[src/rtl/pwm_track_player.sv]
// Multi-track PWM audio player: fetches samples from a synchronous memory and plays one track.
// Optional per-channel attenuation (vol port) is compiled in when PWM_PLAYER_VOLUME_EN is defined.

module pwm_track_player #(
    parameter int SAMPLE_W   = 11,
    parameter int ADDR_W     = 12,
    parameter int NUM_TRACKS = 4,
    parameter int TRK_W      = 2,
    parameter int CHANNELS   = 2,
    parameter int PWM_TOP    = 700,
    parameter int DIV_W      = 16
) (
    input  logic                         CLOCK_50,
    input  logic                         RESET,
    input  logic                         start,
    input  logic                         stop,
    input  logic                         pause,
    input  logic                         loop,
    input  logic [TRK_W-1:0]             track_sel,
    input  logic [NUM_TRACKS*ADDR_W-1:0] track_base,
    input  logic [NUM_TRACKS*ADDR_W-1:0] track_last,
    input  logic [DIV_W-1:0]             div_val,
    output logic                         mem_rd,
    output logic [ADDR_W-1:0]            mem_addr,
    input  logic [SAMPLE_W-1:0]          mem_data,
`ifdef PWM_PLAYER_VOLUME_EN
    input  logic [CHANNELS*3-1:0]        vol,
`endif
    output logic [CHANNELS-1:0]          pwm_out,
    output logic                         busy,
    output logic                         done,
    output logic [TRK_W-1:0]             cur_track
);

    localparam int CNT_W = (PWM_TOP < 2) ? 1 : $clog2(PWM_TOP + 1);
    localparam int CMP_W = (SAMPLE_W > CNT_W) ? SAMPLE_W : CNT_W;
    localparam int NSEL  = 1 << TRK_W;
    localparam logic [CNT_W-1:0] TOP_C = CNT_W'(PWM_TOP);

    typedef enum logic [2:0] {
        S_IDLE,
        S_LOAD1,
        S_LOAD2,
        S_PLAY,
        S_PAUSE
    } state_t;

    state_t                state_q, state_d;
    logic [TRK_W-1:0]      cur_track_q, cur_track_d;
    logic [ADDR_W-1:0]     addr_q, addr_d;
    logic                  mem_rd_q, mem_rd_d;
    logic [ADDR_W-1:0]     mem_addr_q, mem_addr_d;
    logic [SAMPLE_W-1:0]   duty_q, duty_d;
    logic [SAMPLE_W-1:0]   next_q, next_d;
    logic [DIV_W-1:0]      div_cnt_q, div_cnt_d;
    logic [CNT_W-1:0]      pwm_cnt_q, pwm_cnt_d;
    logic [CHANNELS-1:0]   pwm_out_q, pwm_out_d;
    logic                  done_q, done_d;
    logic                  busy_q, busy_d;
    logic                  pf_q, pf_d;
    logic                  cap_q, cap_d;

    // Track table unpacked into arrays; unused select codes read as address 0.
    logic [ADDR_W-1:0] base_arr [NSEL];
    logic [ADDR_W-1:0] last_arr [NSEL];

    generate
        for (genvar gi = 0; gi < NSEL; gi++) begin : g_trk
            if (gi < NUM_TRACKS) begin : g_used
                assign base_arr[gi] = track_base[gi*ADDR_W +: ADDR_W];
                assign last_arr[gi] = track_last[gi*ADDR_W +: ADDR_W];
            end else begin : g_pad
                assign base_arr[gi] = '0;
                assign last_arr[gi] = '0;
            end
        end
    endgenerate

    logic [ADDR_W-1:0] cur_base, cur_last, sel_base;
    logic [ADDR_W-1:0] addr_nx, addr_nnx;
    logic [DIV_W-1:0]  div_term;
    logic              tick, at_last, wrap;

    assign cur_base = base_arr[cur_track_q];
    assign cur_last = last_arr[cur_track_q];
    assign sel_base = base_arr[track_sel];
    assign at_last  = (addr_q == cur_last);
    assign addr_nx  = at_last ? cur_base : addr_q + ADDR_W'(1);
    assign addr_nnx = (addr_nx == cur_last) ? cur_base : addr_nx + ADDR_W'(1);
    assign div_term = (div_val == '0) ? '0 : div_val - DIV_W'(1);
    assign tick     = (div_cnt_q >= div_term);
    assign wrap     = tick && (pwm_cnt_q == TOP_C);

    always_comb begin
        state_d     = state_q;
        cur_track_d = cur_track_q;
        addr_d      = addr_q;
        mem_rd_d    = 1'b0;
        mem_addr_d  = mem_addr_q;
        duty_d      = duty_q;
        next_d      = next_q;
        div_cnt_d   = div_cnt_q;
        pwm_cnt_d   = pwm_cnt_q;
        done_d      = 1'b0;
        pf_d        = 1'b0;
        cap_d       = pf_q;

        // Prefetched sample arrives the cycle after its read strobe.
        if (cap_q) begin
            next_d = mem_data;
        end

        case (state_q)
            S_IDLE: begin
                cap_d = 1'b0;
            end
            S_LOAD1: begin
                state_d = S_LOAD2;
            end
            S_LOAD2: begin
                duty_d     = mem_data;
                state_d    = S_PLAY;
                mem_rd_d   = 1'b1;
                mem_addr_d = addr_nx;
                pf_d       = 1'b1;
                div_cnt_d  = '0;
                pwm_cnt_d  = '0;
            end
            S_PLAY: begin
                // The current cycle is always consumed, even when pause arrives now.
                state_d = pause ? S_PAUSE : S_PLAY;
                if (!tick) begin
                    div_cnt_d = div_cnt_q + DIV_W'(1);
                end else begin
                    div_cnt_d = '0;
                    if (!wrap) begin
                        pwm_cnt_d = pwm_cnt_q + CNT_W'(1);
                    end else begin
                        pwm_cnt_d = '0;
                        duty_d    = cap_q ? mem_data : next_q;
                        if (at_last && !loop) begin
                            state_d = S_IDLE;
                            done_d  = 1'b1;
                            cap_d   = 1'b0;
                        end else begin
                            addr_d     = addr_nx;
                            mem_rd_d   = 1'b1;
                            mem_addr_d = addr_nnx;
                            pf_d       = 1'b1;
                        end
                    end
                end
            end
            S_PAUSE: begin
                if (!pause) begin
                    state_d = S_PLAY;
                end
            end
            default: begin
                state_d = S_IDLE;
            end
        endcase

        // Control overrides: stop beats start, start beats everything below it.
        if (stop) begin
            state_d  = S_IDLE;
            mem_rd_d = 1'b0;
            done_d   = 1'b0;
            pf_d     = 1'b0;
            cap_d    = 1'b0;
        end else if (start) begin
            state_d     = S_LOAD1;
            cur_track_d = track_sel;
            addr_d      = sel_base;
            mem_rd_d    = 1'b1;
            mem_addr_d  = sel_base;
            div_cnt_d   = '0;
            pwm_cnt_d   = '0;
            done_d      = 1'b0;
            pf_d        = 1'b0;
            cap_d       = 1'b0;
        end

        busy_d = (state_d != S_IDLE);
    end

    logic [CMP_W-1:0] cnt_ext;
    assign cnt_ext = CMP_W'(pwm_cnt_d);

    generate
        for (genvar gi = 0; gi < CHANNELS; gi++) begin : g_ch
            logic [SAMPLE_W-1:0] duty_ch;
`ifdef PWM_PLAYER_VOLUME_EN
            assign duty_ch = duty_d >> vol[gi*3 +: 3];
`else
            assign duty_ch = duty_d;
`endif
            assign pwm_out_d[gi] = (state_d == S_PLAY) && (CMP_W'(duty_ch) > cnt_ext);
        end
    endgenerate

    always_ff @(posedge CLOCK_50) begin
        if (RESET) begin
            state_q     <= S_IDLE;
            cur_track_q <= '0;
            addr_q      <= '0;
            mem_rd_q    <= 1'b0;
            mem_addr_q  <= '0;
            duty_q      <= '0;
            next_q      <= '0;
            div_cnt_q   <= '0;
            pwm_cnt_q   <= '0;
            pwm_out_q   <= '0;
            done_q      <= 1'b0;
            busy_q      <= 1'b0;
            pf_q        <= 1'b0;
            cap_q       <= 1'b0;
        end else begin
            state_q     <= state_d;
            cur_track_q <= cur_track_d;
            addr_q      <= addr_d;
            mem_rd_q    <= mem_rd_d;
            mem_addr_q  <= mem_addr_d;
            duty_q      <= duty_d;
            next_q      <= next_d;
            div_cnt_q   <= div_cnt_d;
            pwm_cnt_q   <= pwm_cnt_d;
            pwm_out_q   <= pwm_out_d;
            done_q      <= done_d;
            busy_q      <= busy_d;
            pf_q        <= pf_d;
            cap_q       <= cap_d;
        end
    end

    assign mem_rd    = mem_rd_q;
    assign mem_addr  = mem_addr_q;
    assign pwm_out   = pwm_out_q;
    assign busy      = busy_q;
    assign done      = done_q;
    assign cur_track = cur_track_q;

endmodule

[config.mk]
export PLATFORM = sky130hd
export DESIGN_NAME = pwm_track_player
export DESIGN_NICKNAME = d
export VERILOG_FILES = /design/src/rtl/pwm_track_player.sv
export SDC_FILE = /design/constraint.sdc
export NUM_CORES = 1
export LEC_CHECK = 0
export ABC_AREA = 1
export CAP_MARGIN = 10
export CORE_MARGIN = 4
export CORE_UTILIZATION = 45
export DETAILED_ROUTE_END_ITERATION = 12
export PLACE_DENSITY_LB_ADDON = 0.1
export SETUP_SLACK_MARGIN = 0.1
export SYNTH_ARGS = -nofsm -noshare
export SYNTH_HDL_FRONTEND = slang
export SYNTH_SLANG_ARGS = --single-unit
[constraint.sdc]
create_clock -name CLOCK_50 -period 6.2 [get_ports CLOCK_50]
set_clock_uncertainty 0.15 [all_clocks]
set_input_delay 0.93 -clock CLOCK_50 [delete_from_list [all_inputs] [get_ports CLOCK_50]]
set_output_delay 0.93 -clock CLOCK_50 [all_outputs]
set_load 0.01 [all_outputs]
# After elaboration in Yosys (flattened, before gate mapping)

Cells that the tools add are included.

Bits in registers: 83
Output and inout bits: 19
Logic and storage cells: 103

$add $sub $neg: 5
Magnitude comparators: 4
Equality and inequality tests: 8
Muxes and demuxes: 55
Bitwise gates (word level): 6
Reduce and logical (&&, ||, !) cells: 11

Operators with widths:

| operator                | count |
|---|---|
| $mux W12                | 19 |
| $bmux W12 S2            | 3 |
| $mux W16                | 4 |
| $mux W10                | 4 |
| $mux W11                | 3 |
| $pmux W16 S2            | 1 |
| $add A12 B1 Y12 const B | 2 |
| $eq A12 B12 Y1          | 2 |
| $pmux W12 S2            | 1 |
| $pmux W11 S2            | 1 |
| $mux W3                 | 7 |
| $pmux W10 S2            | 1 |
| $add A16 B1 Y16 const B | 1 |
| $ge A16 B16 Y1          | 1 |
| $logic_not A16 Y1       | 1 |
| $sub A16 B1 Y16 const B | 1 |
| $pmux W3 S5             | 1 |
| $gt A11 B10 Y1          | 1 |
| $add A10 B1 Y10 const B | 1 |
| $eq A10 B10 Y1 const B  | 1 |
| $eq A3 B2 Y1 const B    | 3 |
| $mux W1                 | 8 |
| $ge A3 B3 Y1 const B    | 2 |
| $not A2 Y3              | 2 |
| 12 further kinds        | 18 |

# Depth between registers and ports, before layout

Gate-level depths: netlist of the first run.

Depth in word-level cells: 14
Mapped depth: 34

# Worst setup path after synthesis of the first run

Ideal clock, no wire load.

Path type: in2reg
Start: in div_val[0]
End: reg pwm_out_q[0] (netlist: pwm_out[0])
Arrival time: 5251 ps
Data required time: 5958 ps
Slack: 707 ps
Cell stages on the path: 32
Cells stage by stage: inv_1 -> nand3_1 -> nor3_1 -> nand2_1 -> nor3_1 -> nand2_1 -> nor2_1 -> xor2_1 -> nand2_1 -> ha_1 -> nand2_1 -> inv_1 -> nand3_1 -> inv_1 -> a21oi_1 -> nand3_1 -> nand2_1 -> inv_1 -> nor2_1 -> clkbuf_1 -> o21ai_0 -> o21ai_0 -> o211ai_1 -> ha_1 -> nand2_1 -> nor2_1 -> a211oi_1 -> o221a_2 -> o21ai_0 -> a21oi_1 -> o211a_1 -> nor4_1

Cells in the longest elaborated chain, start to end: 11

Ends and longest elaborated chain:

| what                                                        | line | text |
|---|---|---|
| start, declared                                             | 22   | `input logic [DIV_W-1:0] div_val,` |
| $sub A16 B1 Y16 / $logic_not A16 Y1 (equally long branches) | 90   | `assign div_term = (div_val == '0) ? '0 : div_val - DIV_W'(1);` |
| $mux W16 *                                                  | 90   |  |
| $ge A16 B16 Y1 *                                            | 91   | `assign tick = (div_cnt_q >= div_term);` |
| $logic_and A1 B1 Y1                                         | 92   | `assign wrap = tick && (pwm_cnt_q == TOP_C);` |
| $mux W10 / $mux W3 (equally long branches)                  | 136  | `if (!wrap) begin` |
| $mux W10 / $mux W3 (equally long branches)                  | 132  | `if (!tick) begin` |
| $pmux W10 S2 / $pmux W3 S5 (equally long branches)          | 113  | `case (state_q)` |
| $mux W10 / $mux W3 (equally long branches)                  | 171  | `end else if (start) begin` |
| $mux W10 / $mux W3 (equally long branches)                  | 165  | `if (stop) begin` |
| $gt A11 B10 Y1 / $eq A3 B2 Y1 (equally long branches)       | 198  | `assign pwm_out_d[gi] = (state_d == S_PLAY) && (CMP_W'(duty_ch) > cnt_ext);` |
| $logic_and A1 B1 Y1 *                                       | 198  |  |
| end signal, assigned                                        | 228  | `pwm_out_q <= pwm_out_d;` |
| end, declared                                               | 57   | `logic [CHANNELS-1:0] pwm_out_q, pwm_out_d;` |

Mark *: on every way between the ends. The rest lies on a longest branch, timed or not.
A chain may end at the register's enable or synchronous reset.

# Worst setup path after layout of the first run

Ends and elaborated chain as after synthesis.

==> results.ini, run 1 <==
[sta]
min_period_over_period = 0.8959
holdWs_ns = 0.3067
fmax_ghz = 0.1800
slew_headroom = 0.3812
finalSetupViolations = 0
hold_viol = 0
min_period_ns = 5.555
drv_slew = 0
worst_slew_pin_slew_ns = 0.9248
rsz0062_at_grt = no
fin_setup_tns_ns = 0

[placement]
dp.cells = 1605
gp_congestion = 0.9053
port_buffers = 149
place_hpwl_um = 17420

[hold_path]
hp-start = pf_q$_SDFF_PP0_
hold_path_end = cap_q$_SDFF_PP0_
whs_path_depth = 2
hold_path.class = reg2reg

[setup_path]
r2r.worst_path.cells = 15
crit_path_end_kind = register
cp.arrival_ns = 5.66
worstPathRequired_ns = 6.31
max_stage_delay_ns = 0.43
cp_max_fo = 9
regToRegSetupSlack_ns = 1.97
worstSetupPathType = in2reg
critPathLaunchType = input port
crit_slowest_cell = clkdlybuf4s50_1
timing.rr.start = state_q[0]$_SDFF_PP0_
r2r_end = pwm_out[0]$_SDFF_PP0_

[detailed_routing]
drt-wirelength-per-cell_um = 13.78
wl_um = 22330
antenna_left = 0
top_layer = met4
num_vias = 8497
drc = 0
via_per_inst = 5.242
first_iter_violations = 723
first_pass_iters = 5
met1Wirelength_um = 10730
dr_wl_met2_um = 9522
wl_met3_um = 1755

[yosys]
synth.top_cell.area_share = 0.2194
synth_cells = 1274
synth_top_family_by_area = simple AND/OR/NAND/NOR gates
synth_compound_area_frac = 0.1619
synth_nets = 1438
synthMuxAreaShare = 0
synth_xor_area_frac = 0.03816
async_flop_share = 0
synth-simple-area-share = 0.4065
synth_area_leaders = dfxtp_1, nand2_1, inv_1, o21ai_0, nor2_1
synthAdderAreaFrac = 0.05451
syn_avg_cell_area_um2 = 5.946
ys.flop_type = dfxtp_1
ys_ff_latch = 83
ys_types = 49
yosys.area.top_type = dfxtp_1
synth_edf_count = 0
synth_warnings = 0
syn-cell-area_um2 = 7575
yosysSeqAreaShare = 0.2194

[final_layout]
antenna_cells = 0
nets = 1561
final_cell_mix = nand2_1, inv_1, clkdlybuf4s50_1, nor2_1, o21ai_0
final_common_cell = nand2_1
nFillCells = 1665
area_delta_synth_final_pct = 25.21
final_cells = 1621
drive_above_1_share = 0.06067

[clock_network]
hold_buffers = 0
cts_setup_buffers = 0
clock_latency_ns = 0.35
h-tree-depth = 3
root_buffer = clkbuf_16
cts_num_sinks = 83
cts_tree = yes
cts_resized = 0
clk_pin_slew_ns = 0.06
cts_made_buffers = 9
clock_path_buffers = 2

[pwr]
power.density_nw_per_um2 = 153.2
internal-power_mw = 1.004
pwr-share-comb = 0.255
netSwitchingFraction = 0.3090
p_leak_nw = 4.393
vdd_drop_max_uv = 108.2
switching_power_mw = 0.4491
p_clk_frac = 0.361
pwr-share-seq = 0.383

[die]
die_area_um2 = 18970
initial_core_util = 0.4584
core_area_um2 = 16520
die_h_um = 137.7
ios = 150
rows = 47
dieWidth_um = 137.7

[grt]
first_global_vias = 7626
grt_pass1_wl_um = 36630
antenna_found_initial = 0
grt_max_degree = 56
grt-ovfl-total = 0
track_usage = 0.2373

[status]
status = complete, no violations

[job]
cap_violations = 0

## kinds of logic after synthesis
family          count (synthesis)
compound gates                214
xor+xnor                       33
fa+ha+maj                      33
buf+inv                       212
flops                          83
simple gates                  699
## worst max-delay path by stage
stage,start,endpoint,cells after the start
2_1_floorplan,div_val[0],pwm_out[0]$_SDFF_PP0_,32
5_1_grt,div_val[4],pwm_out[0]$_SDFF_PP0_,34
3_3_place_gp,div_val[2],pwm_out[0]$_SDFF_PP0_,33
4_1_cts,div_val[4],pwm_out[0]$_SDFF_PP0_,35
6_report,div_val[0],pwm_out[0]$_SDFF_PP0_,32
3_5_place_dp,div_val[4],pwm_out[0]$_SDFF_PP0_,35
## layer usage
| layer | vias up | GRT usage |
|---|---|---|
| met5 | - | 0 |
| met4 | 0 | 0.05928 |
| met3 | 29 | 0.04931 |
| met2 | 286 | 0.3639 |
| met1 | 3776 | 0.3390 |
| li1 | 4406 | - |
## cells in the mapped netlist, drive strengths merged, types with 3 or more instances
| cell | n |
|---|---|
| a21oi | 57 |
| a22o | 3 |
| a22oi | 4 |
| a32oi | 11 |
| buf | 23 |
| clkbuf | 29 |
| clkinv | 6 |
| dfxtp | 83 |
| ha | 33 |
| inv | 154 |
| nand2 | 407 |
| nand3 | 94 |
| nand3b | 3 |
| nand4 | 35 |
| nor2 | 138 |
| nor3 | 11 |
| nor4 | 6 |
| o211ai | 3 |
| o21ai | 102 |
| o221ai | 7 |
| o22ai | 15 |
| xnor2 | 7 |
| xor2 | 26 |
## power by group through the flow
| stage | logic [mW] | clock network (mW) | registers [mW] |
|---|---|---|---|
| after floorplan | 0.219 | 0 | 0.568 |
| after global placement | 0.364 | 0 | 0.570 |
| after detailed placement | 0.367 | 0 | 0.569 |
| after CTS | 0.369 | 0.534 | 0.557 |
| after global routing | 0.413 | 0.558 | 0.559 |
| final | 0.371 | 0.525 | 0.557 |
## state kept, by name, summed over array words and instances, names as in the netlist
| name | cells |
|---|---|
| pwm_out | 1 |
| addr_q | 12 |
| pwm_cnt_q | 10 |
| cap_q | 1 |
| busy | 1 |
| state_q | 3 |
| mem_rd | 1 |
| done | 1 |
| next_q | 11 |
| duty_q | 11 |
| mem_addr | 12 |
| pf_q | 1 |
| cur_track | 2 |
| div_cnt_q | 16 |
## cell type report
cell class,count,area [um2],area share
multi-input cells,979,5046,0.5321
flip-flops and latches,83,1663,0.1753
repair buffers,164,1608,0.1695
inverters,160,605.6,0.06385
well taps,220,275.3,0.02902
clock buffers,11,252.7,0.02665
clock inverters,4,33.78,0.003562
## stage by stage
step / utilization / worst slack [ns] / power, mW / cell area (um2)
after floorplan: - / 0.7069 / 0.7866 / 7575
after global placement: 0.5536 / 0.1050 / 0.9335 / 9148
after detailed placement: 0.5536 / -0.07108 / 0.9368 / 9148
after CTS: 0.5709 / 0.2807 / 1.460 / 9434
after global routing: 0.5739 / 0.1089 / 1.530 / 9484
final: 0.5739 / 0.6451 / 1.453 / 9484
## worst max-delay path, delay by kind of cell
family                   cells  cell delay [ns]
AO/OA/AOI/OAI                8             1.24
adder cells (fa/ha/maj)      3             0.77
buffers and inverters        6             0.90
AND/OR/NAND/NOR             15             1.80
Note: power is estimated with default switching activity, not from simulation.
==> run 2: changes to the inputs <==
--- a/config.mk
+++ b/config.mk
@@ -8,7 +8,7 @@
 export ABC_AREA = 1
 export CAP_MARGIN = 10
 export CORE_MARGIN = 4
-export CORE_UTILIZATION = 45
+export CORE_UTILIZATION = 35
 export DETAILED_ROUTE_END_ITERATION = 12
 export PLACE_DENSITY_LB_ADDON = 0.1
 export SETUP_SLACK_MARGIN = 0.1
==> run 2 against run 1 <==
Sequential power hardly changed. Utilization down 12 points. Sequential share of layout area decreased by 0.17 points. Global-route usage shrank 3.8 points. Via count decreased by 1.5%.
==> results.ini, run 2 (synthesis results as in run 1) <==
[sta]
min_period_over_period = 0.8896  ; -0.006354
layout_setup_ws_ns = 0.6845  ; +0.03939 ns
fin_setup_tns_ns = 0  ; unchanged
min_period_ns = 5.515  ; -0.03939 ns
hold_viol = 0  ; unchanged
rsz0062_at_grt = no
worst_slew_pin_slew_ns = 0.9509  ; +0.02610 ns
drv_slew = 0  ; unchanged
finalSetupViolations = 0  ; unchanged
slew_headroom = 0.3622  ; -0.01904
fmax_ghz = 0.1813  ; +0.71%
holdWs_ns = 0.3078  ; +0.001156 ns

[setup_path]
regToRegSetupSlack_ns = 2.10  ; +0.13 ns
r2r_end = pwm_out[0]$_SDFF_PP0_
timing.rr.start = state_q[0]$_SDFF_PP0_
path_buf_inv = 7  ; +1
cp_max_fo = 7  ; -2
max_stage_delay_ns = 0.42  ; about the same
crit_slowest_cell = clkdlybuf4s50_1
worstPathRequired_ns = 6.31  ; about the same
cp.arrival_ns = 5.63  ; -0.03 ns
r2r.worst_path.cells = 15  ; unchanged
crit_path_end_kind = register
cp_top_family = simple AND/OR/NAND/NOR gates
critPathLaunchType = input port
worstSetupPathType = in2reg

[final_layout]
final_cells = 1679  ; +3.6%
drive_above_1_share = 0.06125  ; +0.0005826
final_cell_mix = nand2_1, inv_1, clkdlybuf4s50_1, nor2_1, o21ai_0
nFillCells = 2246  ; +35%
final_core_util = 0.4528  ; -0.1211
final_common_cell = nand2_1
post-route-cell-area_um2 = 9579  ; +1.0%
area_delta_synth_final_pct = 26.46
largest_reg_flops = 16  ; unchanged
nets = 1563  ; +0.13%
largest-register = div_cnt_q
antenna_cells = 0  ; unchanged

[placement]
dp.cells = 1662  ; +3.6%
place_hpwl_um = 18730  ; +7.5%
port_buffers = 149  ; unchanged
gp_congestion = 0.8767  ; -3.2%
place_area_um2 = 9231  ; +0.92%
dpl_worst_slack_ns = 0.02014  ; +0.09122 ns

[clock_network]
cts_made_buffers = 9  ; unchanged
root_buffer = clkbuf_16
clock_latency_ns = 0.35  ; about the same
cts_tree = yes
clock_path_buffers = 2  ; unchanged
h-tree-depth = 3  ; unchanged
clk_pin_slew_ns = 0.06  ; about the same
cts_num_sinks = 83  ; unchanged
hold_buffers = 0  ; unchanged

[detailed_routing]
drt-wirelength-per-cell_um = 14.29  ; +3.7%
wl_um = 23990  ; +7.4%
antenna_left = 0  ; unchanged
drc = 0  ; unchanged
first_iter_violations = 589  ; -19%
first_pass_iters = 5  ; unchanged
num_vias = 8370  ; -1.5%
via_per_inst = 4.985  ; -4.9%

[grt]
grt_pass1_wl_um = 39750  ; +8.5%
track_usage = 0.1994  ; -0.03787
grt-ovfl-total = 0  ; unchanged
grt_max_degree = 44  ; -21%
antenna_found_initial = 0  ; unchanged
first_global_vias = 7860  ; +3.1%

[die]
initial_core_util = 0.3581  ; -0.1003
core_area_um2 = 21150  ; +28%
die_area_um2 = 24060  ; +27%
rows = 53  ; +13%
die_h_um = 155.1  ; +13%
ios = 150  ; unchanged
dieWidth_um = 155.1  ; +13%

[hold_path]
whs_path_depth = 2  ; unchanged
hold_path_end = cap_q$_SDFF_PP0_
hp-start = pf_q$_SDFF_PP0_
hold_path.class = reg2reg

[pwr]
p_leak_nw = 4.402  ; +0.21%
report.power.total_mw = 1.470  ; +1.2%
power.density_nw_per_um2 = 153.5  ; +0.16%
vdd_drop_max_uv = 129.7  ; +20%

[status]
status = complete, no violations

[job]
cap_violations = 0  ; unchanged

==> run 2: cell types whose count changed in the layout (fill, tap and decap cells not counted), moves of 2 or more <==
cell	before	now
buf_4	14	16
clkbuf_1	0	2
clkbuf_8	2	4
inv_6	2	0
o221ai_1	7	5
o221ai_2	0	2
==> run 2: where the power goes <==
group	leakage (nW)	switching, mW	internal [mW]
Clock	0.146	0.222	0.315
Sequential	0.673	0.0154	0.545
Combinational	3.58	0.207	0.165
==> run 2: metal layers <==
layer	share of wire	wire length (um)	track usage
met1	0.49	11830	0.2833
met2	0.43	10300	0.3079
met3	0.066	1576	0.04673
met4	0.012	282	0.04289
met5	0	0	0
==> run 2: worst max path at each step <==
stage,start,endpoint,slack [ns],cells after the start
6_report,div_val[0],pwm_out[0]$_SDFF_PP0_,0.68,32
5_1_grt,div_val[4],pwm_out[0]$_SDFF_PP0_,0.12,34
4_1_cts,div_val[4],pwm_out[0]$_SDFF_PP0_,0.38,35
3_5_place_dp,div_val[4],pwm_out[0]$_SDFF_PP0_,0.02,35
3_3_place_gp,div_val[4],pwm_out[0]$_SDFF_PP0_,0.15,35
2_1_floorplan,div_val[0],pwm_out[0]$_SDFF_PP0_,0.71,32
==> run 2: worst reg2reg max path, stage by stage, from the launching register on <==
cell      delay, ns
dfxtp_1        0.44
nand2_1        0.11
nor2_1         0.64
clkinv_1       0.56
nor2_2         0.41
buf_4          0.20
nand2_1        0.05
o21ai_0        0.06
nand2_1        0.10
ha_1           0.32
nand4_1        0.11
o221a_2        0.26
o21ai_1        0.11
a21oi_1        0.07
o211a_1        0.22
nor4_2         0.20
==> run 2: timing repair <==
action,4_1_cts,5_1_grt
endpoints found under the setup margin,0,1
gates resized for setup,0,12
buffers inserted,0,1
==> run 2: layout make-up <==
class                   count  area (um2)  area share
clock buffers              15       287.8     0.03004
flip-flops and latches     83        1663      0.1736
repair buffers            166        1623      0.1694
inverters                 160       605.6     0.06322
clock inverters             1       5.005   0.0005225
well taps                 275       344.1     0.03592
multi-input cells         979        5051      0.5273
==> run 3: changes to the inputs <==
--- a/config.mk
+++ b/config.mk
@@ -8,7 +8,7 @@
 export ABC_AREA = 1
 export CAP_MARGIN = 10
 export CORE_MARGIN = 4
-export CORE_UTILIZATION = 35
+export CORE_UTILIZATION = 45
 export DETAILED_ROUTE_END_ITERATION = 12
 export PLACE_DENSITY_LB_ADDON = 0.1
 export SETUP_SLACK_MARGIN = 0.1
==> results of run 3 <==
The final DEF is identical to that of run 1; final timing and power are the same.
